File: config.mk
export PLATFORM = sky130hd
export DESIGN_NAME = seq_chunk_rca
export DESIGN_NICKNAME = d
export VERILOG_FILES = /design/src/rtl/seq_chunk_rca.sv
export SDC_FILE = /design/constraint.sdc
export NUM_CORES = 1
export LEC_CHECK = 0
export CORE_MARGIN = 2
export CORE_UTILIZATION = 65
export CTS_BUF_LIST = sky130_fd_sc_hd__clkbuf_8
export DETAILED_ROUTE_END_ITERATION = 7
export DONT_BUFFER_PORTS = 1
export PLACE_DENSITY = 0.85
export REMOVE_ABC_BUFFERS = 1
export SYNTH_ARGS = -nofsm -noshare
export SYNTH_HDL_FRONTEND = slang
export SYNTH_SLANG_ARGS = --single-unit
File: constraint.sdc
create_clock -name clk -period 4.2 [get_ports clk]
set_clock_uncertainty 0.05 [all_clocks]
set_input_delay 0.63 -clock clk [delete_from_list [all_inputs] [get_ports clk]]
set_output_delay 0.63 -clock clk [all_outputs]
set_load 0.01 [all_outputs]
File: src/rtl/seq_chunk_rca.sv
// Multi-cycle ripple-carry adder: WIDTH-bit operands summed CHUNK bits per clock.
// Optional signed-overflow output enabled by defining RCA_OVF_EN.
module seq_chunk_rca #(
    parameter int WIDTH = 16,
    parameter int CHUNK = 4
) (
    input  logic             clk,
    input  logic             rst,
    input  logic             start,
    input  logic [WIDTH-1:0] a,
    input  logic [WIDTH-1:0] b,
    input  logic             cin,
    output logic             busy,
    output logic             done,
    output logic [WIDTH-1:0] sum,
    output logic             cout
`ifdef RCA_OVF_EN
    ,
    output logic             ovf
`endif
);

    localparam int NCHUNK = WIDTH / CHUNK;
    localparam int IDXW   = (NCHUNK > 1) ? $clog2(NCHUNK) : 1;
    localparam logic [IDXW-1:0] LAST_IDX = IDXW'(NCHUNK - 1);

    generate
        if (WIDTH % CHUNK != 0) begin : g_bad_chunk
            $error("seq_chunk_rca: WIDTH must be a multiple of CHUNK");
        end
    endgenerate

    typedef enum logic [1:0] {IDLE, ADD, DONE} state_t;

    state_t            state, state_next;
    logic [WIDTH-1:0]  a_reg, b_reg, work_sum, work_next;
    logic              carry;
    logic [IDXW-1:0]   idx;
    logic [CHUNK-1:0]  a_chunk, b_chunk, s_chunk;
    logic [CHUNK:0]    c;
    logic              accept, last;

    assign accept = start && (state == IDLE || state == DONE);
    assign last   = (idx == LAST_IDX);
    assign busy   = (state == ADD);
    assign done   = (state == DONE);

    always_ff @(posedge clk or posedge rst) begin
        if (rst) state <= IDLE;
        else     state <= state_next;
    end

    always_comb begin
        state_next = state;
        case (state)
            IDLE:    if (start) state_next = ADD;
            ADD:     if (last)  state_next = DONE;
            DONE:    state_next = start ? ADD : IDLE;
            default: state_next = IDLE;
        endcase
    end

    // Select the active chunk, ripple it, and merge the result into the working sum.
    always_comb begin
        a_chunk = '0;
        b_chunk = '0;
        for (int i = 0; i < NCHUNK; i++) begin
            if (idx == IDXW'(i)) begin
                a_chunk = a_reg[i*CHUNK +: CHUNK];
                b_chunk = b_reg[i*CHUNK +: CHUNK];
            end
        end
        c       = '0;
        s_chunk = '0;
        c[0]    = carry;
        for (int j = 0; j < CHUNK; j++) begin
            s_chunk[j] = a_chunk[j] ^ b_chunk[j] ^ c[j];
            c[j+1]     = (a_chunk[j] & b_chunk[j]) | (c[j] & (a_chunk[j] ^ b_chunk[j]));
        end
        work_next = work_sum;
        for (int i = 0; i < NCHUNK; i++) begin
            if (idx == IDXW'(i)) work_next[i*CHUNK +: CHUNK] = s_chunk;
        end
    end

    always_ff @(posedge clk or posedge rst) begin
        if (rst) begin
            a_reg    <= '0;
            b_reg    <= '0;
            work_sum <= '0;
            carry    <= 1'b0;
            idx      <= '0;
            sum      <= '0;
            cout     <= 1'b0;
        end else if (accept) begin
            a_reg    <= a;
            b_reg    <= b;
            work_sum <= '0;
            carry    <= cin;
            idx      <= '0;
        end else if (state == ADD) begin
            work_sum <= work_next;
            carry    <= c[CHUNK];
            idx      <= last ? '0 : idx + 1'b1;
            if (last) begin
                sum  <= work_next;
                cout <= c[CHUNK];
            end
        end
    end

`ifdef RCA_OVF_EN
    // On the last chunk, c[CHUNK-1] is the carry into the operand MSB.
    always_ff @(posedge clk or posedge rst) begin
        if (rst)                                 ovf <= 1'b0;
        else if (!accept && state == ADD && last) ovf <= c[CHUNK-1] ^ c[CHUNK];
    end
`endif

endmodule
==> results of run 1 <==
synthesized netlist by cell type, types with 2 or more instances:
master and instances:
nand2_1 120, nand2b_1 2, buf_6 2, mux2i_1 11, inv_1 11, a21oi_1 10
ha_1 4, a32o_1 9, fa_1 4, nor2_1 2, buf_2 17, dfrtp_1 66
a221oi_1 3, a22oi_1 2, o21ai_0 25, o31ai_1 5, clkbuf_1 2, mux2i_2 3
nor2b_1 5, a22o_1 6
worst register-to-register path: cells and delay by family (launching register included):
kind / cells / cell delay (ns)
buf+inv: 3 / 0.24
mux: 1 / 0.12
flops: 1 / 0.42
fa+ha+maj: 5 / 2.07
compound gates: 3 / 0.57
area by class of cell:
| cell class | count | share of cell area, % |
|---|---|---|
| Multi-Input combinational cell | 216 | 38.3 |
| Inverter | 13 | 1.61 |
| Timing Repair Buffer | 4 | 0.941 |
| Sequential cell | 66 | 51.7 |
| Clock buffer | 11 | 4.74 |
| Clock inverter | 4 | 0.588 |
| Tap cell | 52 | 2.04 |
per-stage QoR:
step                      hold WS (ns)  std cells  utilization [%]
after global placement           0.411        351             68.0
after floorplan                  0.396        295                -
after global routing             0.138        366             71.8
after CTS                        0.117        366             71.8
after detailed placement         0.419        351             68.0
final                            0.114        366             71.8
cells by family (layout without fill, tap and decap cells):
logic type,Yosys count,count (layout),share of synthesized area (%)
AND/OR/NAND/NOR,132,132,17.2
flip-flops,66,66,54.2
AO/OA/AOI/OAI,61,61,13.2
buffers and inverters,35,32,5.71
multiplexers,15,15,5.34
adder cells (fa/ha/maj),8,8,4.27
worst min path at each step:
| stage | startpoint | endpoint | cells after the start |
|---|---|---|---|
| floorplan | a_reg[0] | a_reg[0] | 2 |
| global placement | b_reg[14] | b_reg[14] | 2 |
| detailed placement | b_reg[14] | b_reg[14] | 2 |
| CTS | rst | sum[12] | 1 |
| global route | rst | sum[12] | 1 |
| finish | rst | sum[4] | 1 |
metal layers:
metal / vias up / global-route usage, % / wire length, um
li1: 1031 / - / -
met1: 999 / 36.1 / 2640
met2: 68 / 37.9 / 2770
met3: 7 / 9.03 / 379
met4: 0 / 10.1 / 48
met5: - / 0 / 0
report_power, final:
| part | leakage, nW | internal, mW | switching [mW] |
|---|---|---|---|
| clock | 0.0961 | 0.238 | 0.224 |
| combinational | 0.649 | 0.574 | 0.863 |
| sequential | 0.833 | 0.925 | 0.205 |
==> key figures, run 1 <==
Setup path
  – Worst-path fanout max: 16
  – Most frequent CP cell: fa_1
  – Top delay family on crit path: adder cells
  – Worst Path Arrival: 3.74 ns
  – Flop2flop setup slack: 0.66 ns
  – Critical path buffers and inverters: 3
  – Worst R2R End: sum[11]
  – Critical path cell sequence: inv_1 -> ha_1 -> a21oi_1 -> a22o_1 -> fa_1 -> inv_1 -> fa_1 -> inv_1 -> fa_1 -> fa_1 -> mux2i_1 -> o21ai_0
  – Critical path endpoint category: flip-flop
  – Setup CP Type: reg -> reg
  – Startpoint types: flip-flop
  – CP startpoint: idx[0]
  – Number of stages on the worst setup path: 12
  – R2r startpoint: idx[0]
  – Crit path max-delay cell type: fa_1
  – Worst endpoint required time: 4.40 ns
  – CP max stage delay: 0.63 ns
  – R2r worst-path depth: 12
  – Critical path endpoint: sum[11]

Placement
  – Gp weighted congestion: 0.786
  – Final HPWL DP: 4000 um
  – DP Area: 0.00302 mm2
  – Buffers on Ports: 0
  – Post-placement setup slack: 0.679 ns

Clocking
  – CTS Buf Count: 9
  – Clk Latency, worst-skew pair: 0.34 ns
  – Max clock buf depth: 2
  – Post-CTS Setup Inserts: 0
  – CTS resizes: 0
  – H-Tree Depth: 3
  – Clock root buffer: clkbuf_8
  – CTS tree: done
  – CTS clock-pin slew for the worst setup and hold paths: 0.07 ns
  – CTS sink cnt: 66
  – Hold-fix buffers at CTS: 0

Power
  – Pwr Density: 949 mW/mm2
  – Total power: 3.03 mW
  – VDD IR max: 0.000512 V
  – Pleak: 1.58 nW

Route
  – DRC Markers: 0
  – Via count normalized by instance count: 5.75
  – Routed WL per cell: 15.9 um
  – First DRT Iteration DRCs: 191
  – Routed via count: 2,105
  – Initial DRT Pass Iterations: 4
  – Routed Wire Length: 5840 um
  – ANT nets after route: 0

Timing
  – Worst-margin pin slew: 1.05 ns
  – Final setup violation count: 0
  – RSZ-0062 raised after global routing: false
  – Worst setup margin: 0.655 ns
  – Hold Violations, Final: 0
  – Post-route setup TNS: 0 ns
  – Min Tclk post-route: 3.54 ns
  – Final Max Slew Viols: 0
  – Period utilization: 84.4%
  – Rel. slew slack: 29.8%
  – Fmax: 282 MHz

Global routing
  – Initial antenna violation count: 0
  – Vias in the first global route: 2,127
  – First-pass GRT wire length: 10,100 um
  – GRT Total Usage: 25.9%
  – GRT overflow: 0
  – Largest net degree at the start of global routing: 47

Synthesis
  – Seq/Total Area, Yosys: 54.2%
  – Post-synthesis cell type count: 28
  – Cell count after synthesis: 317
  – YS warnings: 0
  – Synth async-reset ratio: 100%
  – Synth top area share: 54.2%
  – Top_reg_cell synth: dfrtp_1
  – Top post-synthesis cells by area: dfrtp_1 54%, nand2_1 15%, o21ai_0 4.1%
  – Number of synthesized flops with an enable pin: 0
  – Synthesis-stage register bit count: 66
  – Mean area per synthesized cell: 9.61 um2
  – Yosys top cell by area: dfrtp_1
  – Netlist Area Pre-Place: 0.00305 mm2

Floorplanning
  – Starting Density: 68.6%
  – Die Height: 72.5 um
  – Core area: 0.00444 mm2
  – Die width: 72.5 um
  – Row count: 24
  – I/O pin count: 55
  – Die area: 0.00525 mm2

Final layout
  – Filler cell count: 347
  – # nets final: 354
  – Commonest non-fill, non-tap cell in the layout: nand2_1
  – Commonest cells after routing, fill and taps aside: 120 x nand2_1, 66 x dfrtp_1, 25 x o21ai_0
  – Ant. Diodes: 0
  – Area delta synth->final: 4.76%
  – Design area: 0.00319 mm2
  – Register area: 0.00165 mm2
  – Multi-input logic area: 0.00122 mm2
  – Share of cells above drive strength 1: 8.60%

Status
  – Run status: finished, final reports clean

Hold path
  – Worst hold path type: in -> async

Run
  – # Max-Cap Violations: 0
(Power assumes the default switching activity.)
==> inputs of run 2 (changes only) <==
--- a/config.mk
+++ b/config.mk
@@ -6,11 +6,11 @@
 export NUM_CORES = 1
 export LEC_CHECK = 0
 export CORE_MARGIN = 2
-export CORE_UTILIZATION = 65
+export CORE_UTILIZATION = 59
 export CTS_BUF_LIST = sky130_fd_sc_hd__clkbuf_8
 export DETAILED_ROUTE_END_ITERATION = 7
 export DONT_BUFFER_PORTS = 1
-export PLACE_DENSITY = 0.85
+export PLACE_DENSITY = 0.82
 export REMOVE_ABC_BUFFERS = 1
 export SYNTH_ARGS = -nofsm -noshare
 export SYNTH_HDL_FRONTEND = slang
==> constraint.sdc (replaced) <==
create_clock -name clk -period 3.2 [get_ports clk]
set_clock_uncertainty 0.05 [all_clocks]
set_input_delay 0.48 -clock clk [delete_from_list [all_inputs] [get_ports clk]]
set_output_delay 0.48 -clock clk [all_outputs]
set_load 0.01 [all_outputs]
==> key figures, run 2 (same netlist as run 1, synthesis figures left out) <==
Status
  – Run status: finished, final reports clean

Placement
  – Cells after DPL: 375 (+6.8%)
  – Gp weighted congestion: 0.812 (+3.4%)
  – DP Area: 0.00309 mm2 (+2.2%)
  – Buffers on Ports: 0 (unchanged)
  – Final HPWL DP: 4260 um (+6.6%)

Setup path
  – Crit path max-delay cell type: fa_2
  – Worst R2R End: sum[11]
  – Worst Path Arrival: 3.30 ns (-0.44 ns)
  – R2r worst-path depth: 13 (+1)
  – Setup CP Type: reg -> reg
  – Critical path cell sequence: buf_4 -> ha_4 -> a21oi_1 -> o21ai_1 -> a22o_1 -> fa_2 -> inv_2 -> fa_1 -> inv_1 -> fa_2 -> fa_2 -> mux2i_1 -> o21ai_0
  – Critical path endpoint category: flip-flop
  – Worst-path fanout max: 7 (-9)
  – R2r startpoint: idx[1]
  – Worst endpoint required time: 3.41 ns (-0.99 ns)
  – Most frequent CP cell: fa_2
  – Flop2flop setup slack: 0.11 ns (-0.55 ns)
  – CP max stage delay: 0.61 ns (-0.02 ns)
  – Startpoint types: flip-flop

Clocking
  – CTS Buf Count: 9 (unchanged)
  – CTS tree: done
  – H-Tree Depth: 3 (unchanged)
  – CTS clock-pin slew for the worst setup and hold paths: 0.07 ns (about the same)
  – Clock root buffer: clkbuf_8
  – Clk Latency, worst-skew pair: 0.34 ns (about the same)
  – CTS sink cnt: 66 (unchanged)
  – Hold-fix buffers at CTS: 0 (unchanged)
  – Max clock buf depth: 2 (unchanged)

Route
  – First DRT Iteration DRCs: 126 (-34%)
  – Via count normalized by instance count: 5.60 (-2.6%)
  – Routed Wire Length: 6380 um (+9.3%)
  – Routed via count: 2,202 (+4.6%)
  – Initial DRT Pass Iterations: 7 (+3)
  – DRC Markers: 0 (unchanged)
  – Routed WL per cell: 16.2 um (+1.8%)
  – ANT nets after route: 0 (unchanged)

Final layout
  – Ant. Diodes: 0 (unchanged)
  – Share of cells above drive strength 1: 13.9% (+5.3 points)
  – # nets final: 362 (+2.3%)
  – Commonest non-fill, non-tap cell in the layout: nand2_1
  – Area delta synth->final: 8.95%
  – Design area: 0.00332 mm2 (+4.0%)
  – Commonest cells after routing, fill and taps aside: 120 x nand2_1, 66 x dfrtp_1, 22 x o21ai_0, 12 x clkbuf_8, 12 x buf_4
  – Post-layout util: 65.8% (-6.0 points)
  – Non-filler cells, final: 393 (+7.4%)

Global routing
  – Largest net degree at the start of global routing: 40 (-15%)
  – Routing usage on met3: 6.22% (-2.8 points)
  – Initial antenna violation count: 0 (unchanged)
  – Vias in the first global route: 2,142 (+0.71%)
  – Met1 GRT Util: 33.8% (-2.3 points)
  – Met2 usage: 38.9% (+0.97 points)
  – First-pass GRT wire length: 10,300 um (+2.0%)
  – GRT Total Usage: 25.0% (-0.95 points)
  – Most Crowded Layer GR: met2
  – GRT overflow: 0 (unchanged)

Floorplanning
  – I/O pin count: 55 (unchanged)
  – Starting Density: 60.4% (-8.1 points)
  – Die Height: 75.9 um (+4.7%)
  – Core area: 0.00504 mm2 (+13%)
  – Row count: 26 (+8.3%)
  – Die area: 0.00575 mm2 (+9.6%)
  – Die width: 75.9 um (+4.7%)

Timing
  – Fmax: 324 MHz (+15%)
  – Fin Hold WS: 0.123 ns (+0.00964 ns)
  – Worst-margin pin slew: 1.09 ns (+0.0330 ns)
  – Hold Violations, Final: 0 (unchanged)
  – Post-route setup TNS: 0 ns (unchanged)
  – Final setup violation count: 0 (unchanged)
  – Rel. slew slack: 27.6% (-2.2 points)
  – Min Tclk post-route: 3.09 ns (-0.454 ns)
  – Final Max Slew Viols: 0 (unchanged)
  – Period utilization: 96.6% (+12 points)

Run
  – # Max-Cap Violations: 0 (unchanged)

Power
  – Pwr Density: 1260 mW/mm2 (+33%)
  – VDD IR max: 0.000725 V (+42%)
  – Pleak: 1.62 nW (+2.6%)

Hold path
  – Worst hold path type: in -> async
==> run 2: cell types whose count changed in the layout (fill, tap and decap cells not counted), sizes merged <==
cell / change
clkinv: -1
inv: +1
buf: +8
clkbuf: +1
==> run 2: through the flow <==
step	power [mW]	setup WS, ns
after floorplan	2.89	-0.194
after global placement	3.34	0.0258
after detailed placement	3.45	-0.137
after CTS	4.15	0.0565
after global routing	4.55	-0.0207
final	4.20	0.109
==> run 2: timing repair <==
item | 4_1_cts | 5_1_grt
setup buffers | 1 | 1
endpoints found under the setup margin | 6 | 6
resized for setup | 5 | 9
pin swaps | 1 | 2
==> run 2: layer usage <==
layer  up-vias  share of wire, %  routed length [um]
met1      1082                44                2800
met5         -                 0                   0
met2        61                48                3080
li1       1047                 -                   -
met3        12               5.8                 370
met4         0               2.0                 127
==> run 2: critical path: cells and delay by family, from the launching register on <==
| family | cells | cell delay, ns |
|---|---|---|
| AO/OA/AOI/OAI | 4 | 0.57 |
| multiplexers | 1 | 0.09 |
| adder cells (fa/ha/maj) | 5 | 1.63 |
| flip-flops | 1 | 0.40 |
| buffers and inverters | 3 | 0.26 |
==> run 2: layout make-up <==
type | instances | area [um2]
Fill cell | 406 | 1720
Sequential cell | 66 | 1650
Multi-Input combinational cell | 216 | 1260
Clock buffer | 12 | 165
Timing Repair Buffer | 12 | 90.1
Tap cell | 70 | 87.6
Inverter | 13 | 51.3
Clock inverter | 4 | 17.5
==> run 2: worst max path at each step <==
stage | cells after the start | start | slack (ns) | end
after CTS | 13 | idx[1] | 0.06 | sum[3]
final | 13 | idx[1] | 0.11 | sum[11]
after global placement | 13 | idx[0] | 0.03 | sum[11]
after detailed placement | 13 | idx[0] | -0.14 | sum[7]
after global routing | 13 | idx[1] | -0.02 | sum[7]
after floorplan | 11 | idx[0] | -0.19 | work_sum[11]
==> run 2: power by group <==
part | internal [mW] | total [mW] | leakage, nW | switching (mW)
clock | 0.337 | 0.642 | 0.105 | 0.305
sequential | 1.21 | 1.48 | 0.833 | 0.265
combinational | 0.859 | 2.08 | 0.682 | 1.22
total | 2.41 | 4.20 | 1.62 | 1.79
==> inputs of run 3 (changes only) <==
--- a/config.mk
+++ b/config.mk
@@ -5,6 +5,8 @@
 export SDC_FILE = /design/constraint.sdc
 export NUM_CORES = 1
 export LEC_CHECK = 0
+export CAP_MARGIN = 20
+export CORE_ASPECT_RATIO = 1.25
 export CORE_MARGIN = 2
 export CORE_UTILIZATION = 59
 export CTS_BUF_LIST = sky130_fd_sc_hd__clkbuf_8
==> key figures, run 3 (same netlist as run 1, synthesis figures left out) <==
Status
  – Run status: finished, final reports clean

Timing
  – Final Max Slew Viols: 0 (unchanged)
  – Post-route setup TNS: 0 ns (unchanged)
  – Rel. slew slack: 52.7% (+25 points)
  – Fmax: 320 MHz (-1.2%)
  – Worst-margin pin slew: 0.709 ns (-0.377 ns)
  – Final setup violation count: 0 (unchanged)
  – Fin Hold WS: 0.0808 ns (-0.0425 ns)
  – Min Tclk post-route: 3.13 ns (+0.0382 ns)
  – Hold Violations, Final: 0 (unchanged)
  – Period utilization: 97.8% (+1.2 points)

Clocking
  – CTS sink cnt: 66 (unchanged)
  – Clock root buffer: clkbuf_8
  – CTS tree: done
  – CTS Buf Count: 9 (unchanged)
  – H-Tree Depth: 3 (unchanged)
  – Clk Latency, worst-skew pair: 0.34 ns (about the same)
  – Hold-fix buffers at CTS: 0 (unchanged)
  – CTS clock-pin slew for the worst setup and hold paths: 0.07 ns (about the same)
  – Max clock buf depth: 2 (unchanged)

Final layout
  – # nets final: 363 (+0.28%)
  – Commonest non-fill, non-tap cell in the layout: nand2_1
  – Ant. Diodes: 0 (unchanged)
  – Multi-input logic area: 0.00125 mm2 (-0.80%)
  – Register area: 0.00165 mm2 (unchanged)
  – Commonest cells after routing, fill and taps aside: 120 x nand2_1, 66 x dfrtp_1, 23 x o21ai_0, 12 x clkbuf_8, 12 x buf_4
  – Share of cells above drive strength 1: 12.7% (-1.2 points)
  – Area delta synth->final: 9.49%
  – Filler cell count: 414 (+2.0%)

Hold path
  – Worst hold path type: in -> async

Setup path
  – Worst R2R End: sum[3]
  – R2r startpoint: idx[1]
  – R2r worst-path depth: 13 (unchanged)
  – CP max stage delay: 0.60 ns (about the same)
  – Critical path endpoint category: flip-flop
  – Worst Path Arrival: 3.35 ns (+0.05 ns)
  – Flop2flop setup slack: 0.07 ns (-0.04 ns)
  – Setup CP Type: reg -> reg
  – Critical path cell sequence: buf_4 -> ha_4 -> a21oi_1 -> o21ai_0 -> a22o_1 -> fa_1 -> inv_1 -> fa_1 -> inv_1 -> fa_2 -> fa_2 -> mux2i_1 -> o21ai_0
  – Worst endpoint required time: 3.42 ns (about the same)
  – Top delay family on crit path: adder cells
  – CP startpoint: idx[1]
  – Critical path buffers and inverters: 3 (unchanged)
  – Crit path max-delay cell type: fa_2
  – Startpoint types: flip-flop
  – Worst-path fanout max: 7 (unchanged)

Floorplanning
  – Die area: 0.00576 mm2 (about the same)
  – I/O pin count: 55 (unchanged)
  – Starting Density: 60.4% (about the same)
  – Core area: 0.00504 mm2 (about the same)
  – Die width: 68.3 um (-10%)
  – Row count: 29 (+12%)
  – Die Height: 84.3 um (+11%)

Global routing
  – Initial antenna violation count: 0 (unchanged)
  – GRT overflow: 0 (unchanged)
  – GRT Total Usage: 23.5% (-1.5 points)
  – First-pass GRT wire length: 9930 um (-3.9%)
  – Largest net degree at the start of global routing: 36 (-10%)
  – Vias in the first global route: 2,126 (-0.75%)

Power
  – Pwr Density: 1260 mW/mm2 (about the same)
  – VDD IR max: 0.000758 V (+4.5%)
  – Pleak: 1.63 nW (+0.83%)

Route
  – Routed via count: 2,149 (-2.4%)
  – Routed Wire Length: 6050 um (-5.2%)
  – DRC Markers: 0 (unchanged)
  – Routed WL per cell: 15.7 um (-3.2%)
  – First DRT Iteration DRCs: 87 (-31%)
  – Initial DRT Pass Iterations: 5 (-2)
  – ANT nets after route: 0 (unchanged)
  – Via count normalized by instance count: 5.58 (-0.38%)

Placement
  – Gp weighted congestion: 0.804 (-0.98%)
  – Buffers on Ports: 0 (unchanged)
  – Final HPWL DP: 4160 um (-2.5%)

Run
  – # Max-Cap Violations: 0 (unchanged)
==> run 3: cell count changes in the layout (fill, tap and decap cells not counted) <==
| cell | change |
|---|---|
| ha_2 | -1 |
| fa_2 | -1 |
| o21ai_0 | +1 |
| o31ai_1 | +1 |
| ha_1 | +1 |
| fa_1 | +1 |
| bufinv_16 | +1 |
| inv_2 | -2 |
| clkinv_2 | -1 |
| o31ai_2 | -1 |
| o21ai_1 | -1 |
| buf_8 | +1 |
| inv_1 | +1 |
==> run 3: worst register-to-register path, delay by kind of cell (launching register included) <==
| family | cells | cell delay (ns) |
|---|---|---|
| adder cells (fa/ha/maj) | 5 | 1.67 |
| flip-flops | 1 | 0.41 |
| AO/OA/AOI/OAI | 4 | 0.53 |
| multiplexers | 1 | 0.10 |
| buffers and inverters | 3 | 0.28 |
==> run 3: final cells by class <==
type | instances | area share [%]
inverter | 13 | 1.54
clock buffer | 12 | 4.95
sequential | 66 | 49.5
clock inverter | 3 | 1.16
tap | 62 | 2.33
timing repair buffer | 13 | 3.15
multi-input combinational | 216 | 37.4
==> run 3: metal layers <==
layer	GRT usage (%)	vias to the layer above	wire [um]
li1	-	1051	-
met1	31.3	1012	2660
met2	34.2	73	2870
met3	8.18	13	376
met4	11.3	0	148
met5	0	-	0
==> run 3: power breakdown <==
part           leakage, nW  switching [mW]  internal [mW]
clock                0.110           0.293          0.415
combinational        0.691            1.19          0.844
sequential           0.833           0.259           1.21
==> run 3: worst max-delay path by stage <==
stage / end / slack, ns / cells after the start
4_1_cts: sum[3] / 0.03 / 13
2_1_floorplan: work_sum[11] / -0.19 / 11
5_1_grt: sum[3] / -0.02 / 13
3_3_place_gp: work_sum[11] / 0.10 / 12
6_report: sum[3] / 0.07 / 13
3_5_place_dp: sum[11] / -0.03 / 13
==> run 3: stage by stage <==
step / setup WS, ns / util, % / cells / total power [mW] / cell area (um2)
finish: 0.0706 / 66.1 / 385 / 4.21 / 3340
global route: -0.0173 / 66.1 / 385 / 4.55 / 3340
CTS: 0.0308 / 65.4 / 383 / 4.18 / 3300
detailed placement: -0.0314 / 61.2 / 368 / 3.44 / 3090
global placement: 0.102 / 61.2 / 368 / 3.34 / 3090
floorplan: -0.194 / - / 295 / 2.89 / 2920
==> run 3: timing repair <==
| item | 4_1_cts | 5_1_grt |
|---|---|---|
| buffers inserted | 0 | 1 |
| endpoints found under the setup margin | 6 | 7 |
| hold endpoints to repair | 0 | 0 |
| pin swaps | 1 | 1 |
| gates resized for setup | 4 | 4 |
